[src/rtl/pc_pkg.sv]
// Shared types and helpers for the Mini-MIPS program counter unit.
// The optional return-address stack is enabled with the PC_RAS_EN macro.
package pc_pkg;

    typedef enum logic [1:0] {
        BOOT = 2'd0,
        RUN  = 2'd1,
        HALT = 2'd2
    } pc_state_t;

    localparam logic [31:0] DEFAULT_RESET_VECTOR = 32'h0000_0000;
    localparam logic [31:0] DEFAULT_EXC_VECTOR   = 32'h0000_0080;

    // Word offset to byte offset, sign-extended wide enough for any sane bus width.
    function automatic logic [63:0] sext_shift(input logic [15:0] off);
        return {{46{off[15]}}, off, 2'b00};
    endfunction

endpackage

[src/rtl/pc_ras.sv]
// Circular return-address stack; a push when full overwrites the oldest entry.
// Only instantiated by pc_unit when PC_RAS_EN is defined.
module pc_ras
    import pc_pkg::*;
#(
    parameter int WIDTH = 32,
    parameter int DEPTH = 4
) (
    input  logic             clk,
    input  logic             rst_n,
    input  logic             push,
    input  logic             pop,
    input  logic [WIDTH-1:0] push_data,
    output logic [WIDTH-1:0] top,
    output logic             valid
);

    localparam int PTR_W = (DEPTH > 1) ? $clog2(DEPTH) : 1;
    localparam int CNT_W = $clog2(DEPTH + 1);

    logic [WIDTH-1:0] mem [DEPTH];
    logic [PTR_W-1:0] ptr;
    logic [PTR_W-1:0] ptrInc;
    logic [PTR_W-1:0] ptrDec;
    logic [CNT_W-1:0] count;

    assign ptrInc = (ptr == PTR_W'(DEPTH - 1)) ? '0 : ptr + PTR_W'(1);
    assign ptrDec = (ptr == '0) ? PTR_W'(DEPTH - 1) : ptr - PTR_W'(1);

    always_ff @(posedge clk or negedge rst_n) begin
        if (!rst_n) begin
            ptr   <= '0;
            count <= '0;
        end else if (push) begin
            ptr <= ptrInc;
            if (count != CNT_W'(DEPTH)) begin
                count <= count + CNT_W'(1);
            end
        end else if (pop && (count != '0)) begin
            ptr   <= ptrDec;
            count <= count - CNT_W'(1);
        end
    end

    // Storage carries no reset; emptiness is tracked purely by count.
    always_ff @(posedge clk) begin
        if (push) begin
            mem[ptrInc] <= push_data;
        end
    end

    assign valid = (count != '0);
    assign top   = valid ? mem[ptr] : '0;

endmodule

[src/rtl/pc_unit.sv]
// Program counter unit: next-PC selection, fetch handshake, halt/resume, EPC and JR alignment check.
// Define PC_RAS_EN to add the return-address stack (jal, ras_top, ras_valid).
module pc_unit
    import pc_pkg::*;
#(
    parameter int                   BUS_WIDTH    = 32,
    parameter logic [BUS_WIDTH-1:0] RESET_VECTOR = BUS_WIDTH'(DEFAULT_RESET_VECTOR),
    parameter logic [BUS_WIDTH-1:0] EXC_VECTOR   = BUS_WIDTH'(DEFAULT_EXC_VECTOR),
    parameter int                   RAS_DEPTH    = 4
) (
    input  logic                 clk,
    input  logic                 rst_n,
    input  logic                 stall,
    input  logic                 fetch_ready,
    input  logic                 branch_taken,
    input  logic [15:0]          branch_offset,
    input  logic                 jump,
    input  logic [25:0]          jump_index,
    input  logic                 jump_reg,
    input  logic [BUS_WIDTH-1:0] jump_reg_target,
    input  logic                 exception,
    input  logic                 halt,
    input  logic                 resume,
    output logic [BUS_WIDTH-1:0] pc,
    output logic [BUS_WIDTH-1:0] pc_plus4,
    output logic                 fetch_valid,
    output logic [BUS_WIDTH-1:0] epc,
    output logic                 misaligned,
    output pc_state_t            state
`ifdef PC_RAS_EN
    ,
    input  logic                 jal,
    output logic [BUS_WIDTH-1:0] ras_top,
    output logic                 ras_valid
`endif
);

    if (BUS_WIDTH < 28 || RAS_DEPTH < 1) begin : g_param_check
        $error("pc_unit: BUS_WIDTH must be >= 28 and RAS_DEPTH >= 1");
    end

    pc_state_t            stateNext;
    logic [BUS_WIDTH-1:0] pcNext;
    logic [BUS_WIDTH-1:0] epcNext;
    logic                 misNext;
    logic                 advance;
    logic [BUS_WIDTH-1:0] branchTarget;
    logic [BUS_WIDTH-1:0] jumpTarget;

    assign pc_plus4     = pc + BUS_WIDTH'(4);
    assign fetch_valid  = (state == RUN);
    assign advance      = (state == RUN) && fetch_ready && !stall;
    assign branchTarget = pc_plus4 + BUS_WIDTH'($signed(sext_shift(branch_offset)));

    // J/JAL keeps the 256 MB region of the delay-slot address.
    if (BUS_WIDTH > 28) begin : g_jump_hi
        assign jumpTarget = {pc_plus4[BUS_WIDTH-1:28], jump_index, 2'b00};
    end else begin : g_jump_lo
        assign jumpTarget = {jump_index, 2'b00};
    end

    always_ff @(posedge clk or negedge rst_n) begin
        if (!rst_n) begin
            state      <= BOOT;
            pc         <= RESET_VECTOR;
            epc        <= '0;
            misaligned <= 1'b0;
        end else begin
            state      <= stateNext;
            pc         <= pcNext;
            epc        <= epcNext;
            misaligned <= misNext;
        end
    end

    // Exception outranks everything, then halt, then the advancing redirect sources.
    always_comb begin
        stateNext = state;
        pcNext    = pc;
        epcNext   = epc;
        misNext   = misaligned;
        if (exception) begin
            pcNext    = EXC_VECTOR;
            epcNext   = pc;
            stateNext = RUN;
        end else begin
            case (state)
                BOOT: stateNext = RUN;
                RUN: begin
                    if (halt) begin
                        stateNext = HALT;
                    end else if (advance) begin
                        if (jump_reg) begin
                            pcNext = {jump_reg_target[BUS_WIDTH-1:2], 2'b00};
                            if (jump_reg_target[1:0] != 2'b00) begin
                                misNext = 1'b1;
                            end
                        end else if (branch_taken) begin
                            pcNext = branchTarget;
                        end else if (jump) begin
                            pcNext = jumpTarget;
                        end else begin
                            pcNext = pc_plus4;
                        end
                    end
                end
                HALT: begin
                    if (resume) begin
                        stateNext = RUN;
                    end
                end
                default: stateNext = BOOT;
            endcase
        end
    end

`ifdef PC_RAS_EN
    logic rasPush;
    logic rasPop;
    logic rasAdvance;

    assign rasAdvance = advance && !exception && !halt;
    assign rasPush    = rasAdvance && !jump_reg && !branch_taken && jump && jal;
    assign rasPop     = rasAdvance && jump_reg;

    pc_ras #(
        .WIDTH (BUS_WIDTH),
        .DEPTH (RAS_DEPTH)
    ) u_ras (
        .clk       (clk),
        .rst_n     (rst_n),
        .push      (rasPush),
        .pop       (rasPop),
        .push_data (pc_plus4),
        .top       (ras_top),
        .valid     (ras_valid)
    );
`endif

endmodule

[config.mk]
export PLATFORM = sky130hd
export DESIGN_NAME = pc_unit
export DESIGN_NICKNAME = d
export VERILOG_FILES = /design/src/rtl/pc_pkg.sv /design/src/rtl/pc_ras.sv /design/src/rtl/pc_unit.sv
export SDC_FILE = /design/constraint.sdc
export NUM_CORES = 1
export LEC_CHECK = 0
export BUFFER_PORTS_ARGS = -buffer_cell sky130_fd_sc_hd__buf_2
export CORE_ASPECT_RATIO = 2
export CORE_MARGIN = 2
export CORE_UTILIZATION = 30
export CTS_BUF_LIST = sky130_fd_sc_hd__clkbuf_16
export DETAILED_ROUTE_END_ITERATION = 6
export PLACE_DENSITY_LB_ADDON = 0.05
export SYNTH_ARGS = -nofsm -noshare
export SYNTH_HDL_FRONTEND = slang
export SYNTH_SLANG_ARGS = --single-unit
[constraint.sdc]
create_clock -name clk -period 6 [get_ports clk]
set_clock_uncertainty 0.2 [all_clocks]
set_input_delay 0.3 -clock clk [delete_from_list [all_inputs] [get_ports clk]]
set_output_delay 0.3 -clock clk [all_outputs]
set_load 0.02 [all_outputs]
==> results of run 1 <==
-- power breakdown --
group	switching [mW]	leakage, nW	internal (mW)
Sequential	0.0208	0.855	0.443
Combinational	0.228	2.62	0.127
Clock	0.220	0.142	0.323
Total	0.469	3.62	0.893
-- registers in the layout, summed over array words and instances, names as in the netlist --
register and cells:
epc 30, misaligned 1, pc 30, state 2
-- worst max path at each step --
stage | startpoint | cells past startpoint | endpoint
floorplan | pc[2] | 15 | pc[25]
global route | pc[2] | 15 | pc[29]
finish | pc[2] | 14 | pc[21]
CTS | pc[2] | 14 | pc[21]
global placement | pc[2] | 14 | pc[21]
detailed placement | pc[2] | 14 | pc[21]
-- critical path, delay by kind of cell, from the launching register on --
| kind | cells | cell delay, ps |
|---|---|---|
| AOI/OAI and AO/OA | 5 | 1040 |
| and+or+nand+nor | 5 | 1510 |
| adders and majority gates | 2 | 650 |
| DFF | 1 | 450 |
| xor gates and xnor gates | 2 | 830 |
-- logic make-up after synthesis --
group / synth area share [%]
AO/OA/AOI/OAI: 23.2
XOR/XNOR: 6.76
adder cells (fa/ha/maj): 8.44
buffers and inverters: 3.91
flip-flops: 28.3
multiplexers: 10.6
other: 0.0673
AND/OR/NAND/NOR: 18.7
-- area by class of cell --
cell class	count	area (um^2)	share of cell area, %
clock buffers	9	225	3.23
clock inverters	7	72.6	1.04
multi-input cells	539	3800	54.5
flip-flops and latches	63	1580	22.6
inverters	16	60.1	0.862
repair buffers	187	963	13.8
well taps	216	270	3.88
-- cell usage in the layout, fill, tap and decap left out, drive strengths merged, types with 25 or more instances in the layout --
cell,netlist,layout
o21ai,38,38
buf,11,186
a21oi,40,40
dfrtp,63,63
mux2,33,33
ha,36,36
nand3,25,25
nand2,57,57
nor2,58,58
xnor2,25,25
-- routing by layer --
layer	vias to the layer above	part of all wire (%)	track usage [%]
met5	-	0	0
met4	0	7.8	17.6
met3	70	4.5	3.51
met2	238	54	46.6
met1	2795	34	24.5
li1	2726	-	-
-- timing repair --
item / in CTS / in global routing
endpoints found under the hold margin: 29 / 0
hold buffers: 1 / 0
buffers inserted: 0 / 0
-- through the flow --
step | util [%] | std cells | instance area [um^2] | hold WS (ps)
floorplan | - | 654 | 5590 | -196
global placement | 36.5 | 1020 | 6660 | 250
detailed placement | 36.5 | 1020 | 6660 | 235
CTS | 38.2 | 1037 | 6960 | 63.7
global route | 38.2 | 1037 | 6960 | 79.2
finish | 38.2 | 1037 | 6960 | 71.2
==> impl_results.md, run 1 <==
- Post-synth cell types: 71
- Most frequent cell after synthesis: dfrtp_1
- Clock transition at path regs: ~60 ps
- Worst IR Drop VDD: around 0.14 mV
- Die Area: 19700 um^2
- Port Buf Inserts: ~180
- Post-synth EDFFs: 0
- Setup TNS: 0 ps
- Kind of critical path: reg -> reg
- Hold path depth: 3
- Post-synth top area cell: dfrtp_1
- Yosys reg bits: 63
- Maximum fanout along the worst path: 7
- R2R cell count: 14
- Reg-to-Reg Start: pc[2]
- Yosys top cell area share: ~28%
- Total track usage: between 20 and 30%
- Register area share after synthesis: around 28%
- Hold/Removal Path Class: in -> reg
- Pre-CTS setup slack: between 1000 and 1500 ps
- Core Area: 18200 um^2
- Deepest clock path buffer count: 2
- Avg Inst Size Synth: ~8.6 um^2
- Vias in the first global route: 6186
- Worst setup EP type: register
- Initial antenna violation count: 0
- Critical Path Start Type: register
- Total leakage power: approximately 3.6 nW
- FP Rows: 70
- Vias: 5829
- Antenna diodes: 0
- Worst hold endpoint: pc[14]
- Final nets: ~940
- Status: completed
- Synth top cells by count: dfrtp_1 (63), nand2_1 (57), nor2_1 (57)
- Gpl congestion: about 0.97
- Sink Count: 63
- Pins Over Slew Limit: 0
- Remaining DRCs: 0
- Worst Path Arrival: around 4800 ps
- Die Y: 197 um
- Data required, critical path: 6030 ps
- Final-report hold violation count: 0
- CTS root buffer: clkbuf_16
- Total power: around 1.4 mW
- Reg2reg end: pc[21]
- H-tree depth: 3
- DR pass1 iterations: 5
- Share of cells above drive strength 1: 30.5%
- Ys async rst share: 100%
- RSZ-0062 raised after global routing: false
- Io pins: roughly 180
- Slew HR: approximately 34%
- Primary FF master, synth: dfrtp_1
- Hold Path Origin: jump_reg_target[14]
- First-pass GRT wire length: ~37000 um
- Setup violators final: 0
- P&R area growth vs syn: 25.0%
- Mapped Area: 5570 um^2
- CP max stage delay: about 570 ps
- Slowest cell on crit path: or4_1
- Synth warn: 0
- Starting Density: 30.6%
- Die X: roughly 100 um
- Worst slew pin tran: ~990 ps
- Post-Syn Instances: 649
- Fmax: between 0.2 and 0.25 GHz
- Antenna-violating nets left: 0
- Fill cells: between 1500 and 2000
- Synth area leaders: dfrtp_1 (28%), ha_1 (8.1%), mux2_2 (6.7%)
- Max_cap viols: 0
- Clock period minus worst slack: around 4800 ps
- Clk_lat worst skew: between 300 and 400 ps
- Pwr dens: about 200 nW/um^2
- R2r setup slk: between 1000 and 1500 ps
- Setup WS post-layout: 1200 ps
- Total congestion overflow: 0
- Drt wl/cell: approximately 24 um
- CTS tree: yes
- Resized cells post-CTS: 0
- CTS buffer count: 9
- Pin count of the biggest net entering global routing: 35
- Vias per Instance: 5.62
- Final Cycle Share: about four fifths
- WL final: 25000 um
- Starting DRT DRC Count: approximately 200
- Post-DP HPWL: between 15000 and 20000 um
- Cell chain of the critical path: ha_1, nand3_1, nor3_2, nand3_1, xnor2_1, ha_1, a21o_1, a21oi_1, nor2b_1, or4_1, o21a_1, xnor2_1, a221oi_1, a21o_1
Note: power is estimated with default switching activity, not from simulation.
==> inputs of run 2 (changes only) <==
==> constraint.sdc (replaced) <==
create_clock -name clk -period 4.1 [get_ports clk]
set_clock_uncertainty 0.2 [all_clocks]
set_input_delay 0.205 -clock clk [delete_from_list [all_inputs] [get_ports clk]]
set_output_delay 0.205 -clock clk [all_outputs]
set_load 0.02 [all_outputs]
==> impl_results.md, run 2 (synthesis gave the netlist of run 1 again) <==
- Status: completed
- Worst IR Drop VDD: 0.250 mV (+83%)
- Io pins: 184 (unchanged)
- Commonest non-fill, non-tap cell in the layout: buf_2
- Pins Over Slew Limit: 0 (unchanged)
- Post-DP HPWL: 20700 um (+3.7%)
- CTS buffer count: 9 (unchanged)
- Share of cells above drive strength 1: 36.3% (+5.8 points)
- Vias per Instance: 5.50 (-2.2%)
- Pin count of the biggest net entering global routing: 43 (+23%)
- R2R cell count: 17 (+3)
- Area post-placement: 7170 um^2 (+7.7%)
- FP Rows: 70 (unchanged)
- Design area: 7690 um^2 (+10%)
- Antenna diodes: 0 (unchanged)
- Final Cycle Share: 96.5% (+16 points)
- Initial antenna violation count: 0 (unchanged)
- Pwr dens: 274 nW/um^2 (+40%)
- Leading cell types in the layout, fill and taps excluded: buf_2 (177), buf_4 (77), dfrtp_1 (63), nand2_1 (57), nor2_1 (57)
- Setup violators final: 0 (unchanged)
- Final nets: 1017 (+8.5%)
- Top flop regs: epc: 30 flops, pc: 30 flops, state: 2 flops
- Gpl congestion: 0.957 (-0.95%)
- Hold/Removal Path Class: in -> reg
- Slew HR: 30.2% (-3.7 points)
- Remaining DRCs: 0 (unchanged)
- Vias: 6141 (+5.4%)
- Critical Path Start Type: register
- First-pass GRT wire length: 38000 um (+3.9%)
- RSZ-0062 raised after global routing: true
- Port Buf Inserts: 177 (unchanged)
- Die X: 100 um (unchanged)
- Crit path from: pc[3]
- Hold Path Origin: jump_reg_target[15]
- Total leakage power: 4.06 nW (+12%)
- Die Y: 197 um (unchanged)
- Data required, critical path: 4170 ps (-1860 ps)
- Core Area: 18200 um^2 (unchanged)
- Worst setup EP type: register
- Max_cap viols: 0 (unchanged)
- Fill cells: 1898 (-2.8%)
- Clock period minus worst slack: 3950 ps (-843 ps)
- DR pass1 iterations: 6 (+1)
- WL final: 25700 um (+2.8%)
- Drt wl/cell: 23.0 um (-4.5%)
- Worst Path Arrival: 4020 ps (-800 ps)
- Reg-to-Reg Start: pc[3]
- Deepest clock path buffer count: 2 (unchanged)
- Antenna-violating nets left: 0 (unchanged)
- CTS tree: yes
- End point of the critical path: pc[30]
- Total track usage: 26.2% (+1.2 points)
- Vias in the first global route: 6335 (+2.4%)
- Kind of critical path: reg -> reg
- Die Area: 19700 um^2 (unchanged)
- Maximum fanout along the worst path: 6 (-1)
- Final-report hold violation count: 0 (unchanged)
- Reg2reg end: pc[30]
- Total congestion overflow: 0 (unchanged)
- Worst slew pin tran: 1040 ps (+55.6 ps)
- Starting DRT DRC Count: 190 (-5.5%)
- CTS root buffer: clkbuf_16
- Fmax: 0.253 GHz (+21%)
- R2r setup slk: 150 ps (-1060 ps)
- Setup TNS: 0 ps (unchanged)
- H-tree depth: 3 (unchanged)
- P&R area growth vs syn: 38.1%
- Sink Count: 63 (unchanged)
- Clock transition at path regs: 60 ps (about the same)
- Starting Density: 30.6% (unchanged)
- Clk_lat worst skew: 350 ps (+20 ps)
-- run 2: worst max-delay path: stages (launching register included) --
cell	delay, ps
dfrtp_1	350
buf_4	130
nand4_1	230
nor3_2	160
buf_4	180
nand3_1	100
nor2_1	210
xor2_2	320
ha_1	310
a21o_1	190
a21oi_1	160
nor2_1	60
nor2_1	150
o21ai_0	170
or4_1	470
o2111ai_2	230
buf_4	140
o2bb2ai_1	90
-- run 2: layout make-up --
| cell class | count | area (um^2) | area share [%] |
|---|---|---|---|
| clock buffer | 9 | 225 | 2.93 |
| timing repair buffer | 267 | 1590 | 20.7 |
| multi-input combinational | 539 | 3870 | 50.3 |
| inverter | 16 | 60.1 | 0.781 |
| sequential | 63 | 1580 | 20.5 |
| clock inverter | 7 | 96.3 | 1.25 |
| tap | 216 | 270 | 3.51 |
-- run 2: how the worst min path moves through the flow --
| stage | cells past startpoint | slack, ps | end |
|---|---|---|---|
| floorplan | 0 | -290 | epc[10] |
| global placement | 1 | 80 | epc[26] |
| detailed placement | 1 | 90 | pc[26] |
| CTS | 3 | 3 | pc[15] |
| global route | 3 | 30 | pc[15] |
| finish | 3 | 9 | pc[15] |
-- run 2: metrics by stage --
step / hold slack (ps) / power (mW) / setup slack [ps] / utilization [%] / cells
after floorplan: -291 / 0.997 / 29.9 / - / 654
after global placement: 75.4 / 1.25 / 44.0 / 39.3 / 1086
after detailed placement: 89.9 / 1.25 / 45.9 / 39.3 / 1086
after CTS: 3.34 / 2.13 / 20.4 / 41.8 / 1115
after global routing: 29.2 / 2.20 / -45.7 / 42.2 / 1117
final: 8.77 / 2.11 / 145 / 42.2 / 1117
-- run 2: report_power, final --
part / internal (mW) / leakage, nW / switching (mW) / total, mW
logic: 0.233 / 3.05 / 0.357 / 0.590
registers: 0.649 / 0.855 / 0.0209 / 0.670
clock network: 0.533 / 0.150 / 0.314 / 0.848
total: 1.41 / 4.06 / 0.692 / 2.11
-- run 2: repair_timing --
| action | in CTS | in global routing |
|---|---|---|
| endpoints found under the hold margin | 38 | 0 |
| hold buffers | 13 | 0 |
| setup buffers | 0 | 2 |
| gates resized for setup | 0 | 12 |
| setup endpoints to repair | 0 | 10 |
-- run 2: routing by layer --
| metal | GRT usage, % | up-vias | wire (um) |
|---|---|---|---|
| li1 | - | 2880 | - |
| met1 | 24.7 | 2933 | 8210 |
| met2 | 49.4 | 255 | 14200 |
| met3 | 3.65 | 73 | 1210 |
| met4 | 19.5 | 0 | 2090 |
| met5 | 0 | - | 0 |
==> inputs of run 3 (changes only) <==
--- a/config.mk
+++ b/config.mk
@@ -7,11 +7,12 @@
 export LEC_CHECK = 0
 export BUFFER_PORTS_ARGS = -buffer_cell sky130_fd_sc_hd__buf_2
 export CORE_ASPECT_RATIO = 2
-export CORE_MARGIN = 2
+export CORE_MARGIN = 5
 export CORE_UTILIZATION = 30
 export CTS_BUF_LIST = sky130_fd_sc_hd__clkbuf_16
 export DETAILED_ROUTE_END_ITERATION = 6
 export PLACE_DENSITY_LB_ADDON = 0.05
+export SLEW_MARGIN = 15
 export SYNTH_ARGS = -nofsm -noshare
 export SYNTH_HDL_FRONTEND = slang
 export SYNTH_SLANG_ARGS = --single-unit
==> impl_results.md, run 3 (synthesis gave the netlist of run 1 again) <==
- CTS buffer count: 9 (unchanged)
- FP Rows: 70 (unchanged)
- Gpl congestion: 1.00 (+4.9%)
- Die Area: 21600 um^2 (+9.2%)
- Post-CTS setup buffer count: 0 (unchanged)
- Hold Path Origin: jump_reg_target[0]
- Leading cell types in the layout, fill and taps excluded: buf_2 (177), buf_4 (73), dfrtp_1 (63), nand2_1 (57), nor2_1 (57)
- Initial antenna violation count: 1 (+1)
- NetSw: 0.695 mW (+0.40%)
- Clock Power Share: 38.8% (-1.4 points)
- Vias per Instance: 5.50 (+0.11%)
- CP delay by family, top: simple AND/OR/NAND/NOR gates
- WL final: 26200 um (+2.1%)
- Share of cells above drive strength 1: 36.0% (-0.24 points)
- Cell chain of the critical path: ha_1, nand3_1, nor3_2, nand3_1, xnor2_2, ha_1, a21o_1, a21oi_1, nor2b_1, or4_1, o21a_1, xnor2_1, a221oi_1, a21o_1
- P&R area growth vs syn: 36.7%
- Fin cells: 1112 (-0.45%)
- First-pass GRT wire length: 39000 um (+2.9%)
- Clk_lat worst skew: 340 ps (about the same)
- Maximum fanout along the worst path: 6 (unchanged)
- Clock transition at path regs: 60 ps (about the same)
- Io pins: 184 (unchanged)
- Fmax: 0.247 GHz (-2.2%)
- Final Cycle Share: 98.6% (+2.1 points)
- R2R cell count: 14 (-3)
- Slew HR: 33.9% (+3.7 points)
- Worst slew pin tran: 988 ps (-55.2 ps)
- Reg-to-Reg Start: pc[3]
- Kind of critical path: reg -> reg
- Total congestion overflow: 0 (unchanged)
- Fill cells: 1863 (-1.8%)
- GRT busiest layer: met2
- Met3 Track Usage GR: 4.01% (+0.36 points)
- Data required, critical path: 4130 ps (-40 ps)
- CTS root buffer: clkbuf_16
- Worst IR Drop VDD: 0.195 mV (-22%)
- Hold/Removal Path Class: in -> reg
- DR pass1 iterations: 5 (-1)
- Pins Over Slew Limit: 0 (unchanged)
- Setup TNS: 0 ps (unchanged)
- Max_cap viols: 0 (unchanged)
- Total leakage power: 4.02 nW (-0.91%)
- CP max stage delay: 520 ps (+50 ps)
- Worst Path Arrival: 4070 ps (+50 ps)
- CTS tree: yes
- Reg power frac: 32.8% (+1.0 points)
- Sink Count: 63 (unchanged)
- Vias: 6120 (-0.34%)
- Post-DP HPWL: 21100 um (+2.2%)
- Met1 usage: 22.8% (-1.9 points)
- Cell Int Power: 1.34 mW (-5.0%)
- Core Area: 18300 um^2 (+0.48%)
- Top flop regs: epc: 30 flops, pc: 30 flops, state: 2 flops
- Starting Density: 30.4% (-0.15 points)
- Critical Path Start Type: register
- Combinational power share: 28.4% (+0.4 points)
- H-tree depth: 3 (unchanged)
- Die Y: 203 um (+3.0%)
- Hold path depth: 3 (unchanged)
- Drt wl/cell: 23.6 um (+2.6%)
- Deepest clock path buffer count: 2 (unchanged)
- Port Buf Inserts: 177 (unchanged)
- Setup violators final: 0 (unchanged)
- Commonest non-fill, non-tap cell in the layout: buf_2
- Slowest cell on crit path: or4_1
- Status: completed
- Vias in the first global route: 6480 (+2.3%)
- Pin count of the biggest net entering global routing: 37 (-14%)
- Placed Instances: 1084 (-0.18%)
- Remaining DRCs: 0 (unchanged)
- M2 GR Usage: 47.0% (-2.5 points)
- Final nets: 1012 (-0.49%)
- Switching Fraction: 34.1% (+1.2 points)
- Die X: 106 um (+6.0%)
- R2r setup slk: 60 ps (-90 ps)
- Antenna diodes: 0 (unchanged)
- Total track usage: 24.3% (-1.9 points)
- Starting DRT DRC Count: 213 (+12%)
- CP Buf/Inv Count: 0 (-3)
- Final-report hold violation count: 0 (unchanged)
- RSZ-0062 raised after global routing: true
- Clock period minus worst slack: 4040 ps (+87.6 ps)
- Worst hold endpoint: misaligned
- Reg2reg end: pc[21]
- Antenna-violating nets left: 0 (unchanged)
- Pwr dens: 268 nW/um^2 (-2.3%)
- Worst setup EP type: register
run 3: cell types whose count changed in the layout (fill, tap and decap cells not counted), sizes merged:
cell / change
buf: -4
bufinv: -1
clkinvlp: +1
dlygate4sd3: -1
run 3: timing repair:
action                                  in CTS  in global routing
pin swaps                                    0                  1
hold buffers                                12                  0
gates resized for setup                      2                  8
endpoints found under the hold margin       38                  0
endpoints found under the setup margin       2                  7
run 3: area by class of cell:
| type | instances | area (um^2) | area share, % |
|---|---|---|---|
| Timing Repair Buffer | 262 | 1550 | 20.4 |
| Tap cell | 216 | 270 | 3.55 |
| Clock inverter | 7 | 71.3 | 0.936 |
| Inverter | 16 | 60.1 | 0.788 |
| Clock buffer | 9 | 225 | 2.96 |
| Sequential cell | 63 | 1580 | 20.7 |
| Multi-Input combinational cell | 539 | 3860 | 50.7 |
run 3: per-stage QoR:
stage               total power [mW]  util (%)  hold slack [ps]  setup slack (ps)  instance area, um^2
floorplan                      0.997         -             -291              29.9                 5610
global placement                1.25      39.1              129              15.6                 7150
detailed placement              1.25      39.1              144             -25.2                 7150
CTS                             2.06      41.4             11.0              37.8                 7580
global route                    2.13      41.6             39.2             -68.5                 7620
finish                          2.04      41.6             14.2              57.9                 7620
run 3: worst max path at each step:
stage	startpoint	end	depth (start not counted)
6_report	pc[3]	pc[21]	14
5_1_grt	pc[3]	pc[29]	15
4_1_cts	pc[3]	pc[24]	15
3_5_place_dp	pc[3]	pc[23]	16
3_3_place_gp	pc[11]	pc[31]	15
2_1_floorplan	pc[2]	pc[25]	14
run 3: power groups by stage:
stage | Clock [mW] | Sequential [mW] | Combinational [mW]
floorplan | 0 | 0.717 | 0.281
global placement | 0 | 0.679 | 0.568
CTS | 0.812 | 0.669 | 0.580
global route | 0.836 | 0.672 | 0.624
detailed placement | 0 | 0.680 | 0.568
finish | 0.792 | 0.668 | 0.578
run 3: routing by layer:
layer / wire length [um] / share of wire [%] / vias to the layer above
met4: 1880 / 7.2 / 2
met2: 14600 / 56 / 257
met3: 1370 / 5.2 / 72
met1: 8310 / 32 / 2907
met5: 9 / 0.034 / -
li1: - / - / 2882
run 3: worst min-delay path: stages:
cell      delay (ps)
buf_2             80
o211ai_1          90
o21bai_1         140
